### src/rtl/alu_sched_if.sv
// alu_sched_if: requester-side bus of the ALU scheduler.
//   Two request channels (port 0 = CPU execute, port 1 = debug/test), each
//   with valid/ready, opcode and signed operands A/B, plus per-port response
//   valid/ready and the shared registered response data and flags
//   ({err, sign, carry, zero}).
//   master : requester view (drives requests and response ready)
//   slave  : scheduler view (drives request ready and responses)
interface alu_sched_if #(
  parameter int unsigned WIDTH = 16
);
  logic             req_valid0;
  logic             req_valid1;
  logic             req_ready0;
  logic             req_ready1;
  logic [2:0]       req_op0;
  logic [2:0]       req_op1;
  logic [WIDTH-1:0] req_a0;
  logic [WIDTH-1:0] req_a1;
  logic [WIDTH-1:0] req_b0;
  logic [WIDTH-1:0] req_b1;
  logic             rsp_valid0;
  logic             rsp_valid1;
  logic             rsp_ready0;
  logic             rsp_ready1;
  logic [WIDTH-1:0] rsp_data;
  logic [3:0]       rsp_flags;

  modport master (
    output req_valid0, req_valid1, req_op0, req_op1,
           req_a0, req_a1, req_b0, req_b1, rsp_ready0, rsp_ready1,
    input  req_ready0, req_ready1, rsp_valid0, rsp_valid1, rsp_data, rsp_flags
  );

  modport slave (
    input  req_valid0, req_valid1, req_op0, req_op1,
           req_a0, req_a1, req_b0, req_b1, rsp_ready0, rsp_ready1,
    output req_ready0, req_ready1, rsp_valid0, rsp_valid1, rsp_data, rsp_flags
  );
endinterface

### src/rtl/alu_sched.sv
// alu_sched: shares one combinational ALU between two requesters.
//   Accepts one operation at a time, drives the ALU operand/op/enable lines,
//   holds enable for SETTLE_CYCLES, captures result and flags and returns
//   them to the owning port. Divide/modulo by zero and opcodes 5-7 are
//   answered directly with an error response and never reach the ALU.
// Ports:
//   clk, reset_n           clock, synchronous active-low reset
//   bus (alu_sched_if)     request/response channels of both ports
//   alu_tmp1/alu_tmp2      ALU operands (registered)
//   alu_op, alu_enable     ALU opcode and output enable
//   alu_result, alu_zero/alu_carry/alu_sign  ALU outputs
// Configuration:
//   ALU_SCHED_RR_EN defined  : round-robin arbitration between the ports
//   ALU_SCHED_RR_EN undefined: fixed priority, port 0 wins
module alu_sched #(
  parameter int unsigned WIDTH         = 16,
  parameter int unsigned SETTLE_CYCLES = 1
) (
  input  logic             clk,
  input  logic             reset_n,
  alu_sched_if.slave       bus,
  output logic [WIDTH-1:0] alu_tmp1,
  output logic [WIDTH-1:0] alu_tmp2,
  output logic [2:0]       alu_op,
  output logic             alu_enable,
  input  logic [WIDTH-1:0] alu_result,
  input  logic             alu_zero,
  input  logic             alu_carry,
  input  logic             alu_sign
);

  localparam int unsigned CW = (SETTLE_CYCLES > 1) ? $clog2(SETTLE_CYCLES) : 1;
  localparam logic [CW-1:0] CNT_LOAD = CW'(SETTLE_CYCLES - 1);

  typedef enum logic [1:0] {IDLE, SETTLE, RESP} state_t;

  state_t           state_q, state_d;
  logic             owner_q, owner_d;
  logic [CW-1:0]    cnt_q, cnt_d;
  logic [WIDTH-1:0] tmp1_q, tmp1_d;
  logic [WIDTH-1:0] tmp2_q, tmp2_d;
  logic [2:0]       op_q, op_d;
  logic [WIDTH-1:0] data_q, data_d;
  logic [3:0]       flags_q, flags_d;

  logic             ptr;
  logic             grant;
  logic             any_valid;
  logic [2:0]       sel_op;
  logic [WIDTH-1:0] sel_a;
  logic [WIDTH-1:0] sel_b;
  logic             bad_op;
  logic             rsp_hs;

`ifdef ALU_SCHED_RR_EN
  logic ptr_q, ptr_d;
  assign ptr = ptr_q;

  always_comb begin
    ptr_d = ptr_q;
    if (rsp_hs) ptr_d = ~owner_q;
  end

  always_ff @(posedge clk) begin
    if (!reset_n) ptr_q <= 1'b0;
    else          ptr_q <= ptr_d;
  end
`else
  assign ptr = 1'b0;
`endif

  // Arbitration: pointer port wins only when both ports request.
  always_comb begin
    any_valid = bus.req_valid0 | bus.req_valid1;
    if (bus.req_valid0 && bus.req_valid1) grant = ptr;
    else                                  grant = bus.req_valid1;
    sel_op = grant ? bus.req_op1 : bus.req_op0;
    sel_a  = grant ? bus.req_a1  : bus.req_a0;
    sel_b  = grant ? bus.req_b1  : bus.req_b0;
    bad_op = (((sel_op == 3'd3) || (sel_op == 3'd4)) && (sel_b == '0)) ||
             (sel_op >= 3'd5);
    rsp_hs = (state_q == RESP) && (owner_q ? bus.rsp_ready1 : bus.rsp_ready0);
  end

  // State register
  always_ff @(posedge clk) begin
    if (!reset_n) begin
      state_q <= IDLE;
      owner_q <= 1'b0;
      cnt_q   <= '0;
      tmp1_q  <= '0;
      tmp2_q  <= '0;
      op_q    <= '0;
      data_q  <= '0;
      flags_q <= '0;
    end else begin
      state_q <= state_d;
      owner_q <= owner_d;
      cnt_q   <= cnt_d;
      tmp1_q  <= tmp1_d;
      tmp2_q  <= tmp2_d;
      op_q    <= op_d;
      data_q  <= data_d;
      flags_q <= flags_d;
    end
  end

  // Next-state logic
  always_comb begin
    state_d = state_q;
    owner_d = owner_q;
    cnt_d   = cnt_q;
    tmp1_d  = tmp1_q;
    tmp2_d  = tmp2_q;
    op_d    = op_q;
    data_d  = data_q;
    flags_d = flags_q;
    unique case (state_q)
      IDLE: begin
        if (any_valid) begin
          owner_d = grant;
          op_d    = sel_op;
          tmp1_d  = sel_a;
          tmp2_d  = sel_b;
          if (bad_op) begin
            state_d = RESP;
            data_d  = '0;
            flags_d = 4'b1001;
          end else begin
            state_d = SETTLE;
            cnt_d   = CNT_LOAD;
          end
        end
      end
      SETTLE: begin
        if (cnt_q == '0) begin
          data_d  = alu_result;
          flags_d = {1'b0, alu_sign, alu_carry, alu_zero};
          state_d = RESP;
        end else begin
          cnt_d = cnt_q - CW'(1);
        end
      end
      RESP: begin
        if (rsp_hs) state_d = IDLE;
      end
      default: state_d = IDLE;
    endcase
  end

  // Outputs; ready is gated by reset so nothing looks accepted while in reset.
  always_comb begin
    bus.req_ready0 = 1'b0;
    bus.req_ready1 = 1'b0;
    if (reset_n && (state_q == IDLE) && any_valid) begin
      bus.req_ready0 = ~grant;
      bus.req_ready1 = grant;
    end
    bus.rsp_valid0 = (state_q == RESP) && !owner_q;
    bus.rsp_valid1 = (state_q == RESP) &&  owner_q;
    bus.rsp_data   = data_q;
    bus.rsp_flags  = flags_q;
    alu_tmp1       = tmp1_q;
    alu_tmp2       = tmp2_q;
    alu_op         = op_q;
    alu_enable     = (state_q == SETTLE);
  end

endmodule

### src/flat_wrapper.sv
// flat-port wrapper written by rule: the top's interface ports become plain ports
module alu_sched_flat 
#(
  parameter int unsigned WIDTH         = 16,
  parameter int unsigned SETTLE_CYCLES = 1
)
  (clk, reset_n, alu_tmp1, alu_tmp2, alu_op, alu_enable, alu_result, alu_zero, alu_carry, alu_sign, bus_req_valid0, bus_req_valid1, bus_req_op0, bus_req_op1, bus_req_a0, bus_req_a1, bus_req_b0, bus_req_b1, bus_rsp_ready0, bus_rsp_ready1, bus_req_ready0, bus_req_ready1, bus_rsp_valid0, bus_rsp_valid1, bus_rsp_data, bus_rsp_flags);
  alu_sched_if #(.WIDTH(WIDTH)) bus_i ();
  input  logic clk;
  input  logic reset_n;
  output logic [WIDTH-1:0] alu_tmp1;
  output logic [WIDTH-1:0] alu_tmp2;
  output logic [2:0] alu_op;
  output logic alu_enable;
  input  logic [WIDTH-1:0] alu_result;
  input  logic alu_zero;
  input  logic alu_carry;
  input  logic alu_sign;
  input wire logic [$bits(bus_i.req_valid0)-1:0] bus_req_valid0;
  input wire logic [$bits(bus_i.req_valid1)-1:0] bus_req_valid1;
  input wire logic [$bits(bus_i.req_op0)-1:0] bus_req_op0;
  input wire logic [$bits(bus_i.req_op1)-1:0] bus_req_op1;
  input wire logic [$bits(bus_i.req_a0)-1:0] bus_req_a0;
  input wire logic [$bits(bus_i.req_a1)-1:0] bus_req_a1;
  input wire logic [$bits(bus_i.req_b0)-1:0] bus_req_b0;
  input wire logic [$bits(bus_i.req_b1)-1:0] bus_req_b1;
  input wire logic [$bits(bus_i.rsp_ready0)-1:0] bus_rsp_ready0;
  input wire logic [$bits(bus_i.rsp_ready1)-1:0] bus_rsp_ready1;
  output wire logic [$bits(bus_i.req_ready0)-1:0] bus_req_ready0;
  output wire logic [$bits(bus_i.req_ready1)-1:0] bus_req_ready1;
  output wire logic [$bits(bus_i.rsp_valid0)-1:0] bus_rsp_valid0;
  output wire logic [$bits(bus_i.rsp_valid1)-1:0] bus_rsp_valid1;
  output wire logic [$bits(bus_i.rsp_data)-1:0] bus_rsp_data;
  output wire logic [$bits(bus_i.rsp_flags)-1:0] bus_rsp_flags;
  assign bus_i.req_valid0 = bus_req_valid0;
  assign bus_i.req_valid1 = bus_req_valid1;
  assign bus_i.req_op0 = bus_req_op0;
  assign bus_i.req_op1 = bus_req_op1;
  assign bus_i.req_a0 = bus_req_a0;
  assign bus_i.req_a1 = bus_req_a1;
  assign bus_i.req_b0 = bus_req_b0;
  assign bus_i.req_b1 = bus_req_b1;
  assign bus_i.rsp_ready0 = bus_rsp_ready0;
  assign bus_i.rsp_ready1 = bus_rsp_ready1;
  assign bus_req_ready0 = bus_i.req_ready0;
  assign bus_req_ready1 = bus_i.req_ready1;
  assign bus_rsp_valid0 = bus_i.rsp_valid0;
  assign bus_rsp_valid1 = bus_i.rsp_valid1;
  assign bus_rsp_data = bus_i.rsp_data;
  assign bus_rsp_flags = bus_i.rsp_flags;
  alu_sched #(.WIDTH(WIDTH), .SETTLE_CYCLES(SETTLE_CYCLES)) u_core (.clk(clk), .reset_n(reset_n), .bus(bus_i), .alu_tmp1(alu_tmp1), .alu_tmp2(alu_tmp2), .alu_op(alu_op), .alu_enable(alu_enable), .alu_result(alu_result), .alu_zero(alu_zero), .alu_carry(alu_carry), .alu_sign(alu_sign));
endmodule
### config.mk
export PLATFORM = sky130hd
export DESIGN_NAME = alu_sched_flat
export DESIGN_NICKNAME = d
export VERILOG_FILES = /design/src/rtl/alu_sched_if.sv /design/src/rtl/alu_sched.sv /design/src/flat_wrapper.sv
export SDC_FILE = /design/constraint.sdc
export NUM_CORES = 1
export LEC_CHECK = 0
export ABC_AREA = 1
export CORE_ASPECT_RATIO = 1.4
export CORE_UTILIZATION = 50
export CTS_BUF_LIST = sky130_fd_sc_hd__clkbuf_4 sky130_fd_sc_hd__clkbuf_8
export DETAILED_ROUTE_END_ITERATION = 7
export DONT_BUFFER_PORTS = 1
export PLACE_DENSITY_LB_ADDON = 0.05
export SLEW_MARGIN = 10
export SYNTH_ARGS = -nofsm -noshare
export SYNTH_HDL_FRONTEND = slang
export SYNTH_SLANG_ARGS = --single-unit
### constraint.sdc
create_clock -name clk -period 2.2 [get_ports clk]
set_input_delay 0.44 -clock clk [delete_from_list [all_inputs] [get_ports clk]]
set_output_delay 0.44 -clock clk [all_outputs]
set_load 0.05 [all_outputs]
# After elaboration in Yosys (flattened, before gate mapping)
# Index checks and enable logic that the tools add are counted.
# W data, S select, Z words.
dict set report word_totals {
  ff_bits 59
  inputBits 95
  out_inout_bits 60
  elab_cells 62
}
dict set report op_classes {
  addsub 1
  n_lt_le_gt_ge 1
  n_eq_ne 9
  n_mux 24
  n_bitwise 2
  reduce_logical 17
}
# op n
set ops {}
lappend ops {{$mux W16} 5}
lappend ops {{$pmux W16 S2} 1}
lappend ops {{$logic_not A16 Y1} 1}
lappend ops {{$mux W4} 3}
lappend ops {{$mux W2} 4}
lappend ops {{$pmux W4 S2} 1}
lappend ops {{$logic_and A1 B1 Y1} 7}
lappend ops {{$mux W1} 7}
lappend ops {{$ne A2 B1 Y1 const B} 3}
lappend ops {{$pmux W2 S3} 1}
lappend ops {{$reduce_and A3 Y1} 2}
lappend ops {{$ne A2 B2 Y1 const B} 2}
lappend ops {{$reduce_and A4 Y1} 1}
lappend ops {{$eq A3 B2 Y1 const B} 1}
lappend ops {{$eq A3 B3 Y1 const B} 1}
lappend ops {{$ge A3 B3 Y1 const B} 1}
lappend ops {{$mux W3} 1}
lappend ops {{$eq A2 B1 Y1 const B} 1}
lappend ops {{$eq A2 B2 Y1 const B} 1}
lappend ops {{$logic_not A2 Y1} 1}
lappend ops {{$logic_or A1 B1 Y1} 2}
lappend ops {{$pmux W1 S2} 1}
lappend ops {{$reduce_and A2 Y1} 1}
lappend ops {{$reduce_bool A2 Y1} 1}
lappend ops {{4 further kinds} 4}

# Longest topological paths before layout
# Gate-level depths: netlist of the first run.
dict set report depth {
  depth_word 10
  depth_mapped 14
  mapped_depth_nobuf 12
}

# Worst setup path after synthesis of the first run
# OpenSTA, ideal clock, no wires.
dict set report synth_path {
  kind {input port to output port}
  startpoint {in bus_req_valid1}
  endpoint {out bus_req_ready1}
  arrival_ps 1532
  t_required_ps 1760
  slack_ps 228
  cell_stages 8
  path_buffers 2
  path_cell_list {buf_2 -> nor2_1 -> nor2_1 -> inv_1 -> nor2_4 -> nand2_1 -> inv_2 -> buf_2}
}
dict set report synth_via {
  elab_chain_cells 3
  word_cells_on_any_way 5
  cone_classes {mux (2); bitwise (1); reduce/logical (2)}
}
# element line_no
set synth_rtl {}
lappend synth_rtl {{start, declared} flat_wrapper.sv:20} ;# input wire logic [$bits(bus_i.req_valid1)-1:0] bus_req_valid1;
lappend synth_rtl {{$logic_and A1 B1 Y1 / $or A1 B1 Y1 (equally long branches)} {alu_sched.sv:75, alu_sched.sv:74}}
lappend synth_rtl {{$mux W1 / $logic_and A1 B1 Y1 (equally long branches)} {alu_sched.sv:75, alu_sched.sv:155}}
lappend synth_rtl {{$mux W1 (*)} alu_sched.sv:155} ;# if (reset_n && (state_q == IDLE) && any_valid) begin
lappend synth_rtl {{end, declared} flat_wrapper.sv:30} ;# output wire logic [$bits(bus_i.req_ready1)-1:0] bus_req_ready1;
# Every way passes the cells marked *; elsewhere a longest branch is shown, timed or not.

# Worst setup path after layout of the first run
dict set report layout_path {
  startpoint {reg u_core.state_q[1]}
  endpoint {out bus_req_ready0}
}
dict set report layout_via {
  elab_chain_cells 4
}
# element line_no
set layout_rtl {}
lappend layout_rtl {{start, declared} alu_sched.sv:37} ;# state_t state_q, state_d;
lappend layout_rtl {{start signal, assigned} alu_sched.sv:97} ;# state_q <= state_d;
lappend layout_rtl {{$logic_not A2 Y1} alu_sched.sv:155}
lappend layout_rtl {{$logic_and A1 B1 Y1 (2 in series)} alu_sched.sv:155}
lappend layout_rtl {{$mux W1} alu_sched.sv:155}
lappend layout_rtl {{end, declared} flat_wrapper.sv:29} ;# output wire logic [$bits(bus_i.req_ready0)-1:0] bus_req_ready0;
# Every way passes these cells.

==> results of run 1 <==
## how the worst max path moves through the flow
stage,from,endpoint,depth (start not counted)
floorplan,bus_req_valid1,bus_req_ready1,8
global placement,bus_req_valid0,u_core.bus.rsp_flags[3],13
detailed placement,bus_req_valid0,u_core.bus.rsp_flags[3],13
CTS,u_core.state_q[1],bus_req_ready0,7
global route,u_core.state_q[1],bus_req_ready0,7
finish,u_core.state_q[1],bus_req_ready0,7
## kinds of logic (layout without fill, tap and decap cells)
family | Yosys count | in the layout | synth area share (%)
flip-flops | 58 | 58 | 45.0
AND/OR/NAND/NOR | 231 | 231 | 36.5
buffers and inverters | 41 | 42 | 6.94
AO/OA/AOI/OAI | 47 | 47 | 11.5
## synthesized netlist by cell type, drive strengths merged
| cell type | count | area share, % |
|---|---|---|
| a21oi | 22 | 4.3 |
| nor2 | 36 | 5.6 |
| clkbuf | 7 | 1.0 |
| nand3 | 48 | 9.3 |
| o21ai | 10 | 1.9 |
| buf | 14 | 3.0 |
| nand2 | 146 | 21 |
| o221ai | 1 | 0.58 |
| nor3 | 1 | 0.19 |
| dfxtp | 58 | 45 |
| a22o | 13 | 4.4 |
| inv | 20 | 2.9 |
| o31ai | 1 | 0.29 |
## metrics by stage
step / worst slack [ps] / util (%)
2_1_floorplan: 228 / -
3_3_place_gp: 224 / 53.4
3_5_place_dp: 234 / 53.4
4_1_cts: 38.1 / 56.9
5_1_grt: 23.2 / 57.0
6_report: 185 / 57.0
## worst max-delay path, stage by stage (launching register included)
cell	delay (ps)
dfxtp_1	360
nor2_1	140
inv_1	70
nor2_1	150
inv_1	90
nor2_4	100
nand2_1	110
inv_6	220
## sequential cells by signal (all words and copies together), names as in the netlist
name	count
u_core.alu_tmp2	16
u_core.owner_q	1
u_core.alu_op	3
u_core.bus.rsp_data	16
u_core.bus.rsp_flags	4
u_core.state_q	2
u_core.alu_tmp1	16
## timing repair
item,4_1_cts,5_1_grt
endpoints found under the setup margin,0,1
resized for setup,0,3
hold buffers,0,0
## power groups by stage
| stage | sequential, W | combinational [W] | clock, W |
|---|---|---|---|
| global route | 0.00212 | 0.000843 | 0.000927 |
| global placement | 0.00212 | 0.000728 | 0 |
| floorplan | 0.00207 | 0.000644 | 0 |
| CTS | 0.00210 | 0.000746 | 0.000887 |
| detailed placement | 0.00212 | 0.000744 | 0 |
| finish | 0.00210 | 0.000745 | 0.000858 |
## routing by layer
layer	track usage (%)	routed length [um]	share of wire, %	up-vias
li1	-	-	-	1210
met1	25.1	2630	43	1042
met2	35.3	2940	48	87
met3	7.46	474	7.8	5
met4	9.30	69	1.1	0
met5	0	0	0	-
## layout make-up
| type | count | area [um^2] |
|---|---|---|
| tap | 64 | 80.1 |
| fill | 494 | 2110 |
| clock buffer | 12 | 159 |
| sequential | 58 | 1160 |
| inverter | 20 | 80.1 |
| clock inverter | 3 | 15.0 |
| timing repair buffer | 7 | 65.1 |
| multi-input combinational | 278 | 1240 |
==> impl_metrics.ini, run 1 <==
[run_status]
status = finished clean

[grt]
grt.total_usage_pct = 21.4
grt_pass1_wl_mm = 9.25
first_global_vias = 2028
antenna_found_initial = 0
overflow = 0
grt_max_degree = 40

[routing]
viasPerCell = 5.30
drcViolationCount = 0
antenna_left = 0
vias = 2344
wl_mm = 6.11
wire_per_inst_um = 13.8
first_pass_iters = 4
drtIter0Drc = 169

[cts]
cts_tree = yes
clk_latency_ps = 330
clkSinkCount = 58
cts-root-buf = clkbuf_8
clk_pin_slew_ps = 60
cts.path.max_buffers = 2
cts_setup_buffers = 0
htreeDepth = 3
cts-buffers-inserted = 9

[timing]
fmax_ghz = 0.496
setup_violations = 0
hold_violations = 0
period_share_pct = 91.6
fin_tns_setup_ps = 0
relSlewSlack_pct = 63.9
fin_skew_ps = 6.65
fin_crit_ps = 2010
slew_violations = 0
worst_pin_slew_ps = 541
timing.hold.ws_ps = 226
rsz0062_at_grt = false

[worst_setup_path]
rr_worst_depth = 10
cp.required_ps = 1760
worst_r2r_endpoint = u_core.alu_tmp1[11]
start_kind = flip-flop
arrival_ps = 1570
crit_fanout = 17
timing.rr.start = u_core.state_q[1]
r2r_slack_ps = 480
worstSetupPathType = reg -> out
end_kind = primary output

[placed_design]
dp_hpwl_mm = 4.33
place_inst = 427
portBuffers = 0
place_congestion = 0.738
placed_area_um2 = 2620

[flow_run]
maxCapViolations = 0

[logic_synthesis]
synth_cell_types = 21
syn_inst = 377
ys_seq_area_share_pct = 45.0
synth-seq-cells = 58
syn_nets = 472
yosysWarningCount = 0
syn_area_um2 = 2580
postSynthAreaPerCell_um2 = 6.84

[layout]
finalNetCount = 469
diodes = 0
area_delta_synth_final_pct = 8.74
final_common_cell = nand2_1
design_area_um2 = 2800
stdcell_count = 442
final_cell_mix = 145 x nand2_1, 58 x dfxtp_1, 48 x nand3_1, 32 x nor2_1, 22 x a21oi_1
drive_above_1_share_pct = 8.20

[die]
io_pins = 155
die_w_um = 62.7
dieArea_um2 = 5450
initial_core_util_pct = 52.4
die_h_um = 87.0
coreArea_um2 = 4920
rows = 30

[power_and_ir_drop]
p_clk_share_pct = 23.2
power.switching_w = 0.00170
switching_share_pct = 46.0
vdd_ir_drop_max_v = 0.000599
p_per_area_nw_per_um2 = 1320
p_comb_share_pct = 20.1
total_leakage_power_nw = 1.30
power_w = 0.00370
p_int_w = 0.00200
p_seq_share_pct = 56.7

[hold_path]
hp-start = bus_req_a1[14]
hold_path.class = in -> reg
min_path_cells = 2
min_delay_worst_endpoint = u_core.alu_tmp1[14]
Power figures use the tool's default switching activity.
==> run 2, diff against run 1 <==
--- a/config.mk
+++ b/config.mk
@@ -11,6 +11,7 @@
 export CTS_BUF_LIST = sky130_fd_sc_hd__clkbuf_4 sky130_fd_sc_hd__clkbuf_8
 export DETAILED_ROUTE_END_ITERATION = 7
 export DONT_BUFFER_PORTS = 1
+export GPL_TIMING_DRIVEN = 0
 export PLACE_DENSITY_LB_ADDON = 0.05
 export SLEW_MARGIN = 10
 export SYNTH_ARGS = -nofsm -noshare
==> impl_metrics.ini, run 2 (same netlist as run 1, synthesis figures left out) <==
[layout]
diodes = 0
final_common_cell = nand2_1
finalNetCount = 485
drive_above_1_share_pct = 10.7
area_delta_synth_final_pct = 14.2
final_cell_mix = 144 x nand2_1, 58 x dfxtp_1, 48 x nand3_1, 32 x nor2_1, 22 x a21oi_1
post-route-util_pct = 59.8

[die]
coreArea_um2 = 4920
die_w_um = 62.7
initial_core_util_pct = 52.4
die_h_um = 87.0
dieArea_um2 = 5450
rows = 30
io_pins = 155

[cts]
cts.path.max_buffers = 2
clk_latency_ps = 330
htreeDepth = 3
cts-buffers-inserted = 9
cts_tree = yes
clk_pin_slew_ps = 60
clkSinkCount = 58
cts-root-buf = clkbuf_8

[flow_run]
maxCapViolations = 0

[worst_setup_path]
worstSetupPathType = reg -> out
rr_worst_depth = 6
timing.rr.start = u_core.state_q[1]
cp.required_ps = 1760
cp.buffers_inverters = 4
arrival_ps = 1620
crit_fanout = 10
end_kind = primary output
cp_top_family = simple AND/OR/NAND/NOR gates
start_kind = flip-flop
cp_common_cell = inv_1
worst_r2r_endpoint = u_core.alu_tmp2[10]
cp_num_cells = 8
critPathSlowestCell = dfxtp_1
slowest_delay_ps = 370
r2r_slack_ps = 440
path_cells = nor2_2 -> inv_1 -> nor2_1 -> inv_1 -> nor2_4 -> nand2_2 -> inv_4 -> buf_12

[placed_design]
place_congestion = 0.746
portBuffers = 0
dp_hpwl_mm = 4.77

[timing]
slew_violations = 0
setup_violations = 0
fin_crit_ps = 2060
relSlewSlack_pct = 61.6
fin_skew_ps = 4.07
hold_violations = 0
fmax_ghz = 0.484
worst_pin_slew_ps = 575
period_share_pct = 93.9
rsz0062_at_grt = false
timing.hold.ws_ps = 225

[grt]
grt.total_usage_pct = 23.7
overflow = 0
antenna_found_initial = 0
grt_max_degree = 11
first_global_vias = 2224
grt_pass1_wl_mm = 10.1

[routing]
viasPerCell = 5.34
drcViolationCount = 0
drtIter0Drc = 100
wl_mm = 6.44
first_pass_iters = 4
wire_per_inst_um = 14.1
antenna_left = 0
vias = 2445

[run_status]
status = finished clean

[hold_path]
min_path_cells = 2
hp-start = bus_req_a1[8]
hold_path.class = in -> reg
min_delay_worst_endpoint = u_core.alu_tmp1[8]

[power_and_ir_drop]
p_per_area_nw_per_um2 = 1350
total_leakage_power_nw = 1.37
vdd_ir_drop_max_v = 0.000605
## run 2: changes by cell type in the layout (fill, tap and decap cells not counted), moves of 2 or more
cell,previous run,this run
inv_4,0,2
clkbuf_8,11,14
clkbuf_1,0,5
buf_2,0,9
buf_4,6,4
clkinv_2,3,0
## run 2: final cells by class
type,count,area (um^2)
timing repair buffer,3,22.5
clock inverter,1,30.0
fill,515,1970
sequential,58,1160
tap,64,80.1
buffer,20,131
clock buffer,14,193
multi-input combinational,278,1240
inverter,20,80.1
## run 2: worst register-to-register path, delay by kind of cell, from the launching register on
family	cells	cell delay, ps
flip-flops	1	440
AND/OR/NAND/NOR	3	560
buffers and inverters	2	480
AO/OA/AOI/OAI	1	220
## run 2: worst max-delay path by stage
stage | to | slack [ps] | startpoint
after floorplan | bus_req_ready1 | 230 | bus_req_valid1
after global placement | bus_req_ready1 | -30 | bus_req_valid1
after detailed placement | bus_req_ready1 | -60 | bus_req_valid1
after CTS | alu_enable | -60 | u_core.state_q[1]
after global routing | bus_req_ready1 | 10 | u_core.state_q[1]
final | bus_req_ready1 | 140 | u_core.state_q[1]
## run 2: layer usage
| metal | GRT usage (%) | up-vias | share of wire (%) |
|---|---|---|---|
| li1 | - | 1244 | - |
| met2 | 41.4 | 101 | 50 |
| met1 | 26.7 | 1092 | 41 |
| met4 | 9.30 | 0 | 1.4 |
| met5 | 0 | - | 0 |
| met3 | 7.72 | 8 | 7.2 |
## run 2: repair_timing
| item | 4_1_cts | 5_1_grt |
|---|---|---|
| hold buffers | 0 | 0 |
| pin swaps | 1 | 0 |
| gates resized for setup | 11 | 3 |
| setup endpoints to repair | 3 | 3 |
| buffers inserted | 1 | 2 |
## run 2: power by group
group	switching [W]	internal, W
Clock	0.000399	0.000672
Combinational	0.000511	0.000294
Sequential	0.000836	0.00126
## run 2: metrics by stage
step | power [W] | setup WS, ps | std cells | setup TNS, ps | area [um^2]
floorplan | 0.00272 | 228 | 377 | 0 | 2580
global placement | 0.00288 | -29.0 | 441 | -29.0 | 2660
detailed placement | 0.00290 | -59.0 | 441 | -59.0 | 2660
CTS | 0.00399 | -56.8 | 457 | -92.4 | 2920
global route | 0.00417 | 14.8 | 458 | 0 | 2940
finish | 0.00397 | 135 | 458 | 0 | 2940
